[src/rtl/fifo_arb_pkg.sv]
// Shared definitions for the FIFO write-port arbiter and its round-robin picker.
// State encoding is fixed so the read-side scheduler can reuse the same values.
package fifo_arb_pkg;

    typedef enum logic [1:0] {
        ST_IDLE  = 2'd0,
        ST_BURST = 2'd1,
        ST_GAP   = 2'd2
    } state_t;

    function automatic int clog2(input int v);
        int r;
        r = 0;
        while ((1 << r) < v) r++;
        return r;
    endfunction

endpackage

[src/rtl/rr_pick.sv]
// Combinational round-robin picker: first set req bit at or above rr_ptr, wrapping.
// Rotate so rr_ptr lands on bit 0, priority-encode, then add rr_ptr back modulo NREQ.
module rr_pick #(
    parameter int NREQ = 4,
    parameter int RW   = 2
) (
    input  logic [NREQ-1:0] req,
    input  logic [RW-1:0]   rr_ptr,
    output logic [RW-1:0]   owner,
    output logic            valid
);

    logic [NREQ-1:0] rot;
    logic [RW:0]     ofs;
    logic [RW:0]     sum;

    always_comb begin
        rot   = (req >> rr_ptr) | (req << (NREQ - int'(rr_ptr)));
        ofs   = '0;
        valid = 1'b0;
        // Walk downward so the lowest set bit wins.
        for (int k = NREQ - 1; k >= 0; k--) begin
            if (rot[k]) begin
                ofs   = (RW+1)'(k);
                valid = 1'b1;
            end
        end
        sum = {1'b0, rr_ptr} + ofs;
        if (sum >= (RW+1)'(NREQ)) sum = sum - (RW+1)'(NREQ);
        owner = sum[RW-1:0];
    end

endmodule

[src/rtl/fifo_wr_arb.sv]
// Round-robin burst arbiter sharing the dual-clock FIFO write port among NREQ producers.
// A burst starts only when almost-full is clear; a GAP cycle separates owners.
module fifo_wr_arb
    import fifo_arb_pkg::*;
#(
    parameter int DW    = 8,
    parameter int NREQ  = 4,
    parameter int RW    = 2,
    parameter int BURST = 4
) (
    input  logic               clk,
    input  logic               rst,
    input  logic               clr,
    input  logic [NREQ-1:0]    req,
    input  logic [NREQ*DW-1:0] din,
    output logic [NREQ-1:0]    ack,
    output logic [NREQ-1:0]    gnt,
    output logic               busy,
    input  logic               fifo_full,
    input  logic               fifo_full_n,
    output logic               fifo_we,
    output logic [DW-1:0]      fifo_din
);

    localparam int CW = (BURST == 1) ? 1 : clog2(BURST);

    state_t          state, state_nx;
    logic [NREQ-1:0] gnt_nx;
    logic [RW-1:0]   owner, owner_nx;
    logic [RW-1:0]   rr_ptr, rr_nx;
    logic [CW-1:0]   cnt, cnt_nx;
    logic [RW-1:0]   pick;
    logic            pick_vld;
    logic            owner_req;
    logic            start;

    rr_pick #(.NREQ(NREQ), .RW(RW)) u_pick (
        .req    (req),
        .rr_ptr (rr_ptr),
        .owner  (pick),
        .valid  (pick_vld)
    );

    always_comb begin
        owner_req = 1'b0;
        fifo_din  = '0;
        for (int i = 0; i < NREQ; i++) begin
            if (owner == RW'(i)) begin
                owner_req = req[i];
                fifo_din  = din[i*DW +: DW];
            end
        end
    end

    // Almost-full is only looked at here; once started, BURST <= n guarantees room.
    assign start = pick_vld && !fifo_full && !fifo_full_n;

    always_comb begin
        state_nx = state;
        gnt_nx   = gnt;
        owner_nx = owner;
        rr_nx    = rr_ptr;
        cnt_nx   = cnt;
        fifo_we  = 1'b0;
        case (state)
            ST_IDLE: begin
                if (start) begin
                    owner_nx = pick;
                    gnt_nx   = NREQ'(1) << pick;
                    cnt_nx   = '0;
                    state_nx = ST_BURST;
                end
            end
            ST_BURST: begin
                fifo_we = owner_req && !fifo_full;
                if (fifo_we) cnt_nx = cnt + CW'(1);
                if ((fifo_we && cnt == CW'(BURST - 1)) || !owner_req || fifo_full) begin
                    gnt_nx   = '0;
                    state_nx = ST_GAP;
                end
            end
            ST_GAP: begin
                rr_nx    = (owner == RW'(NREQ - 1)) ? '0 : owner + RW'(1);
                state_nx = ST_IDLE;
            end
            default: state_nx = ST_IDLE;
        endcase
        if (clr) begin
            state_nx = ST_IDLE;
            gnt_nx   = '0;
            rr_nx    = '0;
            cnt_nx   = '0;
            fifo_we  = 1'b0;
        end
    end

    always_ff @(posedge clk or negedge rst) begin
        if (!rst) begin
            state  <= ST_IDLE;
            gnt    <= '0;
            owner  <= '0;
            rr_ptr <= '0;
            cnt    <= '0;
        end else begin
            state  <= state_nx;
            gnt    <= gnt_nx;
            owner  <= owner_nx;
            rr_ptr <= rr_nx;
            cnt    <= cnt_nx;
        end
    end

    assign ack  = gnt & {NREQ{fifo_we}};
    assign busy = (state != ST_IDLE);

`ifndef SYNTHESIS
    always @(posedge clk) begin
        if (rst) begin
            assert (!(fifo_we && fifo_full)) else $error("fifo_we asserted while fifo_full");
            assert ($onehot0(ack)) else $error("ack is not one-hot-or-zero");
        end
    end
`endif

endmodule

[config.mk]
export PLATFORM = sky130hd
export DESIGN_NAME = fifo_wr_arb
export DESIGN_NICKNAME = d
export VERILOG_FILES = /design/src/rtl/fifo_arb_pkg.sv /design/src/rtl/rr_pick.sv /design/src/rtl/fifo_wr_arb.sv
export SDC_FILE = /design/constraint.sdc
export NUM_CORES = 1
export LEC_CHECK = 0
export BUFFER_PORTS_ARGS = -buffer_cell sky130_fd_sc_hd__buf_2
export CAP_MARGIN = 5
export CORE_UTILIZATION = 47
export CTS_CLUSTER_DIAMETER = 100
export DETAILED_ROUTE_END_ITERATION = 8
export PLACE_DENSITY = 0.8
export SYNTH_ARGS = -nofsm -noshare
export SYNTH_HDL_FRONTEND = slang
export SYNTH_SLANG_ARGS = --single-unit
export TNS_END_PERCENT = 10
[constraint.sdc]
create_clock -name clk -period 3.6 [get_ports clk]
set_input_delay 0.18 -clock clk [delete_from_list [all_inputs] [get_ports clk]]
set_output_delay 0.18 -clock clk [all_outputs]
set_load 0.005 [all_outputs]
==> impl_metrics.toml, run 1 <==
[sta]
rsz0062_at_grt = "false"
worst_pin_slew_ps = 592
hold_viol_final = 0
clock_skew_ps = 4.42
relSlewSlack = 0.605
finalMaxSlewViolations = 0
finalCritPeriodShare = 0.835
fmax_mhz = 333
setup_violations = 0
fin_tns_setup_ps = 0
period_needed_ps = 3010

[hold_path]
hp-class = "in2reg"
min-delay-start = "clr"
min_to = "rr_ptr[0]"
worstHoldPathCells = 2

[placed_design]
hpwl_um = 2500
place_congestion = 0.808
port_buffers = 58
place_area_mm2 = 0.00153

[grt]
grt_pass1_wl_um = 4730
gr-total-overflow = 0
grt_max_degree = 21
grt_pass1_vias = 1166
antenna_found_initial = 0
grt_usage = 0.226

[power]
p_sw_frac = 0.401
power_frac_comb = 0.528
p_per_area_mw_per_mm2 = 366
power_frac_seq = 0.279
ir_worst_vdd_v = 0.000276
leakage_nw = 0.751
switching_power_w = 0.000231
p_int_w = 0.000345
p_clk_frac = 0.192

[synthesis]
yosys_most_used_dff = "dfrtp_1"
synth_seq_cells = 12
synthMostInstantiatedCell = "nand2_1"
synthTopCellsByCount = "nand2_1, a21oi_1, nor2_1"
synth_edf_count = 0
syn_inst = 168
synth_warnings = 0
yosysSeqAreaShare = 0.239
yosysTopAreaCell = "dfrtp_1"
synth_nets = 216
synth_async_sr_flop_share = 1.00
synth_area_leaders = "dfrtp_1, a21oi_1, ha_1"
synth_cell_types = 42
syn-cell-area_mm2 = 0.00125
synth_top_area_frac = 0.239
avgSynthCellArea_um2 = 7.47

[critical_path]
r2r_cells = 12
startpoint_type = "flip-flop"
reg2reg_from = "rr_ptr[0]"
crit_buf_inv = 1
startpoint = "rr_ptr[0]"
cpMaxStageDelayCell = "dfrtp_1"
worst_ep_arrival_time_ps = 3160
cp_cell_sequence = "inv_1 -> ha_1 -> nor4bb_1 -> a31o_2 -> mux2i_1 -> o211a_1 -> a21oi_1 -> ha_1 -> xnor2_1 -> nor4_1 -> a21oi_1 -> o32ai_1"
slowest_delay_ps = 570
crit_type = "reg2reg"
crit_cells = 12
required_ps = 3750
path_delay_family = "compound AO/OA/AOI/OAI gates"
worstReg2RegEnd = "gnt[1]"
r2r_slack_ps = 590
crit_fanout = 11
cp-end-kind = "flip-flop"

[die]
rows = 18
start_util = 0.502
dieArea_mm2 = 0.00288
die_width_um = 53.7
io_pins = 59
chipHeight_um = 53.7
core-area_mm2 = 0.00250

[cts]
clock_path_buffers = 2
cts_sinks = 12
h-tree-depth = 1
insertion_delay_ps = 280
cts_tree = "done"
cts.reportedPaths.clkPinSlew_ps = 80
cts-buffers-inserted = 3
ctsResizeCount = 0
cts-root-buf = "clkbuf_4"

[final_layout]
seqCellArea_um2 = 300
drive_gt1_frac = 0.306
final_cell_area_mm2 = 0.00158
nNetsFinal = 271
multi_input_area_um2 = 875
syn2layout_area_growth_pct = 25.5
fillCellCount = 255
antennaDiodeCount = 0

[status]
status = "completed"

[route]
avgRoutedWirePerCell_um = 12.9
drt-initial-drc-count = 40
vias = 1428
avgViaCountPerCell = 5.67
drcViolationCount = 0
antenna_left = 0
drt_first_pass_iters = 6
routed_wl_um = 3250

[job]
maxCapViolCount = 0
-- layer usage --
layer  global-route usage  part of all wire  up-vias  routed length, um
met5                    0                 0        -                  0
met4                0.101             0.011        0                 36
met2                0.399              0.47       65               1530
met3               0.0452             0.090        6                291
li1                     -                 -      718                  -
met1                0.258              0.43      639               1390
-- cell type report --
cell class                 instances  area share
multi-input combinational        140       0.555
sequential                        12       0.191
inverter                           7      0.0167
timing repair buffer              59       0.191
tap                               30      0.0238
clock buffer                       4      0.0230
-- how the worst max path moves through the flow --
stage | slack, ps | end
global route | 360 | gnt[3]
detailed placement | 670 | gnt[1]
global placement | 730 | gnt[1]
floorplan | 1070 | owner[1]
finish | 590 | gnt[1]
CTS | 620 | gnt[1]
-- through the flow --
stage | util | std cells | hold WS (ps) | total power (W) | setup WS, ps
2_1_floorplan | - | 168 | -116 | 0.000368 | 1070
3_3_place_gp | 0.612 | 247 | 71.7 | 0.000464 | 730
3_5_place_dp | 0.612 | 247 | 75.6 | 0.000467 | 666
4_1_cts | 0.630 | 252 | 175 | 0.000578 | 616
5_1_grt | 0.630 | 252 | 190 | 0.000629 | 364
6_report | 0.630 | 252 | 177 | 0.000576 | 595
-- power by group through the flow --
stage / combinational, W / clock, W / sequential (W)
final: 0.000304 / 0.000111 / 0.000161
after global routing: 0.000348 / 0.000118 / 0.000163
after CTS: 0.000306 / 0.000111 / 0.000161
after detailed placement: 0.000304 / 0 / 0.000163
after global placement: 0.000300 / 0 / 0.000164
after floorplan: 0.000210 / 0 / 0.000158
-- cell families (layout without fill, tap and decap cells) --
kind of cell	after synthesis	count (layout)	share of synthesized area
adder cells (fa/ha/maj)	7	7	0.0698
multiplexers	7	7	0.0608
AO/OA/AOI/OAI	52	52	0.257
AND/OR/NAND/NOR	71	71	0.288
XOR/XNOR	3	3	0.0209
flip-flops	12	12	0.239
buffers and inverters	16	70	0.0638
-- registers in the layout, indices dropped and copies added, names as in the netlist --
register	cells
cnt	2
gnt	4
owner	2
rr_ptr	2
state	2
-- cell usage in the layout, fill, tap and decap left out, types with 2 or more instances in the layout --
cell and count:
a21oi_1 19, a22oi_1 4, a31oi_1 4, and2_1 4
buf_2 58, clkbuf_4 3, dfrtp_1 12, ha_1 7
inv_1 7, mux2i_1 5, nand2_1 23, nand2b_1 3
nand3_1 4, nand3b_1 5, nor2_1 13, nor2b_1 4
nor3_1 6, nor4_1 2, o21ai_0 11, o32ai_1 5
xor2_1 2
-- what timing repair did --
action / CTS / global route
hold buffers: 1 / 0
hold endpoints to repair: 12 / 0
setup buffers: 0 / 0
No activity file was read; power rests on OpenSTA's default activity.
==> inputs of run 2 (changes only) <==
--- a/config.mk
+++ b/config.mk
@@ -5,12 +5,13 @@
 export SDC_FILE = /design/constraint.sdc
 export NUM_CORES = 1
 export LEC_CHECK = 0
+export ABC_AREA = 1
 export BUFFER_PORTS_ARGS = -buffer_cell sky130_fd_sc_hd__buf_2
 export CAP_MARGIN = 5
-export CORE_UTILIZATION = 47
+export CORE_UTILIZATION = 46
 export CTS_CLUSTER_DIAMETER = 100
 export DETAILED_ROUTE_END_ITERATION = 8
-export PLACE_DENSITY = 0.8
+export PLACE_DENSITY = 0.79
 export SYNTH_ARGS = -nofsm -noshare
 export SYNTH_HDL_FRONTEND = slang
 export SYNTH_SLANG_ARGS = --single-unit
==> constraint.sdc (replaced) <==
create_clock -name clk -period 3 [get_ports clk]
set_input_delay 0.15 -clock clk [delete_from_list [all_inputs] [get_ports clk]]
set_output_delay 0.15 -clock clk [all_outputs]
set_load 0.005 [all_outputs]
==> run 2 against run 1 <==
  * Critical endpoint is now gnt[2]
  * First-iteration DRC count down 65%
  * Final area is 1.1% higher
  * Largest cell class unchanged
  * Combinational power increased to 3.1 times the previous value
  * Global-route usage fell by 0.56 points
  * Non-clock buffer count stayed put
  * Worst hold slack got worse by 32 ps
  * Clock power increased by 16%
==> impl_metrics.toml, run 2 <==
[critical_path]
cp-end-kind = "flip-flop"
cp_cell_sequence = "inv_4 -> ha_1 -> inv_1 -> nor2_1 -> nand3_1 -> nand2_1 -> nor2_1 -> a21oi_1 -> nor2_1 -> ha_1 -> xor2_1 -> nand3b_1 -> nand2_2 -> inv_2 -> o21ai_1"
crit_path_end = "gnt[2]"
r2r_slack_ps = 530
worstReg2RegEnd = "gnt[2]"
slowest_delay_ps = 520
crit_fanout = 9
path_common_cell = "nor2_1"
startpoint = "rr_ptr[0]"
required_ps = 3200
r2r_cells = 15
crit_type = "reg2reg"
startpoint_type = "flip-flop"
reg2reg_from = "rr_ptr[0]"
worst_ep_arrival_time_ps = 2670
cpMaxStageDelayCell = "dfrtp_1"

[sta]
period_needed_ps = 2470
finalCritPeriodShare = 0.823
rsz0062_at_grt = "false"
clock_skew_ps = 5.98
fin_tns_setup_ps = 0
fmax_mhz = 405
hold_viol_final = 0
worst_pin_slew_ps = 607
finalMaxSlewViolations = 0
setup_violations = 0
relSlewSlack = 0.596
hold_slack_ps = 145

[synthesis]
synth_seq_cells = 12
synth_area_leaders = "dfrtp_1, nand2_1, nor2_1"
yosysSeqAreaShare = 0.243
yosys_most_used_dff = "dfrtp_1"
yosysTopAreaCell = "dfrtp_1"
syn_inst = 183
synth_nets = 231
synth_warnings = 0
synthTopCellsByCount = "nand2_1, nor2_1, inv_1"
avgSynthCellArea_um2 = 6.76
synth_cell_types = 29
synthMostInstantiatedCell = "nand2_1"
synth_edf_count = 0
synth_async_sr_flop_share = 1.00
synth_top_area_frac = 0.243
syn-cell-area_mm2 = 0.00124

[power]
p_per_area_mw_per_mm2 = 834
ir_worst_vdd_v = 0.000535
leakage_nw = 0.875

[cts]
insertion_delay_ps = 280
cts_sinks = 12
cts_setup_buffers = 0
cts_tree = "done"
cts-root-buf = "clkbuf_4"
clock_path_buffers = 2
h-tree-depth = 1
cts-buffers-inserted = 3
cts.reportedPaths.clkPinSlew_ps = 80

[placed_design]
place_congestion = 0.827
place_area_mm2 = 0.00155
hpwl_um = 2410
port_buffers = 58

[final_layout]
seqCellArea_um2 = 300
syn2layout_area_growth_pct = 28.8
final_cell_mix = "buf_2, nand2_1, nor2_1, inv_1"
antennaDiodeCount = 0
utilization = 0.637
final_cell_area_mm2 = 0.00159
fillCellCount = 253
drive_gt1_frac = 0.360
multi_input_area_um2 = 822
largest-register = "gnt"
largest_reg_flops = 4
final_common_cell = "buf_2"
nNetsFinal = 291

[route]
drcViolationCount = 0
drt-initial-drc-count = 14
vias = 1375
avgRoutedWirePerCell_um = 11.0
routed_wl_um = 2990
avgViaCountPerCell = 5.06
drt_first_pass_iters = 4
antenna_left = 0

[die]
core-area_mm2 = 0.00250
start_util = 0.494
chipHeight_um = 53.8
dieArea_mm2 = 0.00290
io_pins = 59
die_width_um = 53.8
rows = 18

[job]
maxCapViolCount = 0

[grt]
gr-total-overflow = 0
use_met1 = 0.261
grt_pass1_wl_um = 4710
antenna_found_initial = 0
busiest_layer = "met2"
grt_use_met3 = 0.0282
grt_pass1_vias = 1160
grt_usage = 0.220
grt_max_degree = 20
grt_use_met2 = 0.403

[status]
status = "completed"

[hold_path]
hp-class = "in2reg"
run 2: cell types whose count changed after synthesis, moves of 12 or more:
cell | previous run | this run
a21oi_1 | 19 | 3
inv_1 | 7 | 22
nand2_1 | 23 | 43
nand2_2 | 0 | 12
nor2_1 | 13 | 26
run 2: logic make-up (layout without fill, tap and decap cells):
kind of cell             count (synthesis)  count (layout)  share of synthesized area
AND/OR/NAND/NOR                        102             102                      0.403
AO/OA/AOI/OAI                           32              32                      0.184
buffers and inverters                   29              88                     0.0921
flip-flops                              12              12                      0.243
adder cells (fa/ha/maj)                  7               7                     0.0708
XOR/XNOR                                 1               1                    0.00709
run 2: timing repair:
| item | in CTS | in global routing |
|---|---|---|
| resized for setup | 0 | 0 |
| endpoints found under the hold margin | 12 | 0 |
| hold buffers | 1 | 0 |
run 2: metal layers:
metal	part of all wire	up-vias	wire [um]
met1	0.45	597	1350
met2	0.45	57	1340
met3	0.092	2	274
met5	0	-	0
met4	0.0087	0	26
li1	-	719	-
run 2: final cells by class:
class,instances,share of cell area
tap,30,0.0236
multi-input combinational,142,0.516
timing repair buffer,59,0.189
sequential,12,0.189
inverter,25,0.0605
clock buffer,4,0.0228
run 2: worst min path at each step:
stage | startpoint | cells after the start | to
4_1_cts | clr | 2 | rr_ptr[0]
2_1_floorplan | rst | 0 | cnt[0]
3_3_place_gp | rst | 1 | state[1]
3_5_place_dp | rst | 1 | gnt[0]
6_report | clr | 2 | rr_ptr[0]
5_1_grt | clr | 2 | rr_ptr[0]
run 2: metrics by stage:
stage | std cells | total power (W) | setup slack, ps
6_report | 272 | 0.00133 | 531
5_1_grt | 272 | 0.00148 | 308
4_1_cts | 272 | 0.00134 | 507
3_5_place_dp | 267 | 0.00120 | 528
3_3_place_gp | 267 | 0.00119 | 612
2_1_floorplan | 183 | 0.000932 | 761
run 2: critical path, delay by kind of cell (launching register included):
kind,cells,cell delay (ps)
buffers and inverters,3,190
adders and majority gates,2,500
AOI/OAI and AO/OA,2,240
and+or+nand+nor,7,770
xor gates and xnor gates,1,150
DFF,1,520
run 2: report_power, final:
group / switching (W) / internal [W] / total [W]
registers: 0.0000529 / 0.000214 / 0.000267
clock network: 0.0000552 / 0.0000739 / 0.000129
logic: 0.000544 / 0.000387 / 0.000932
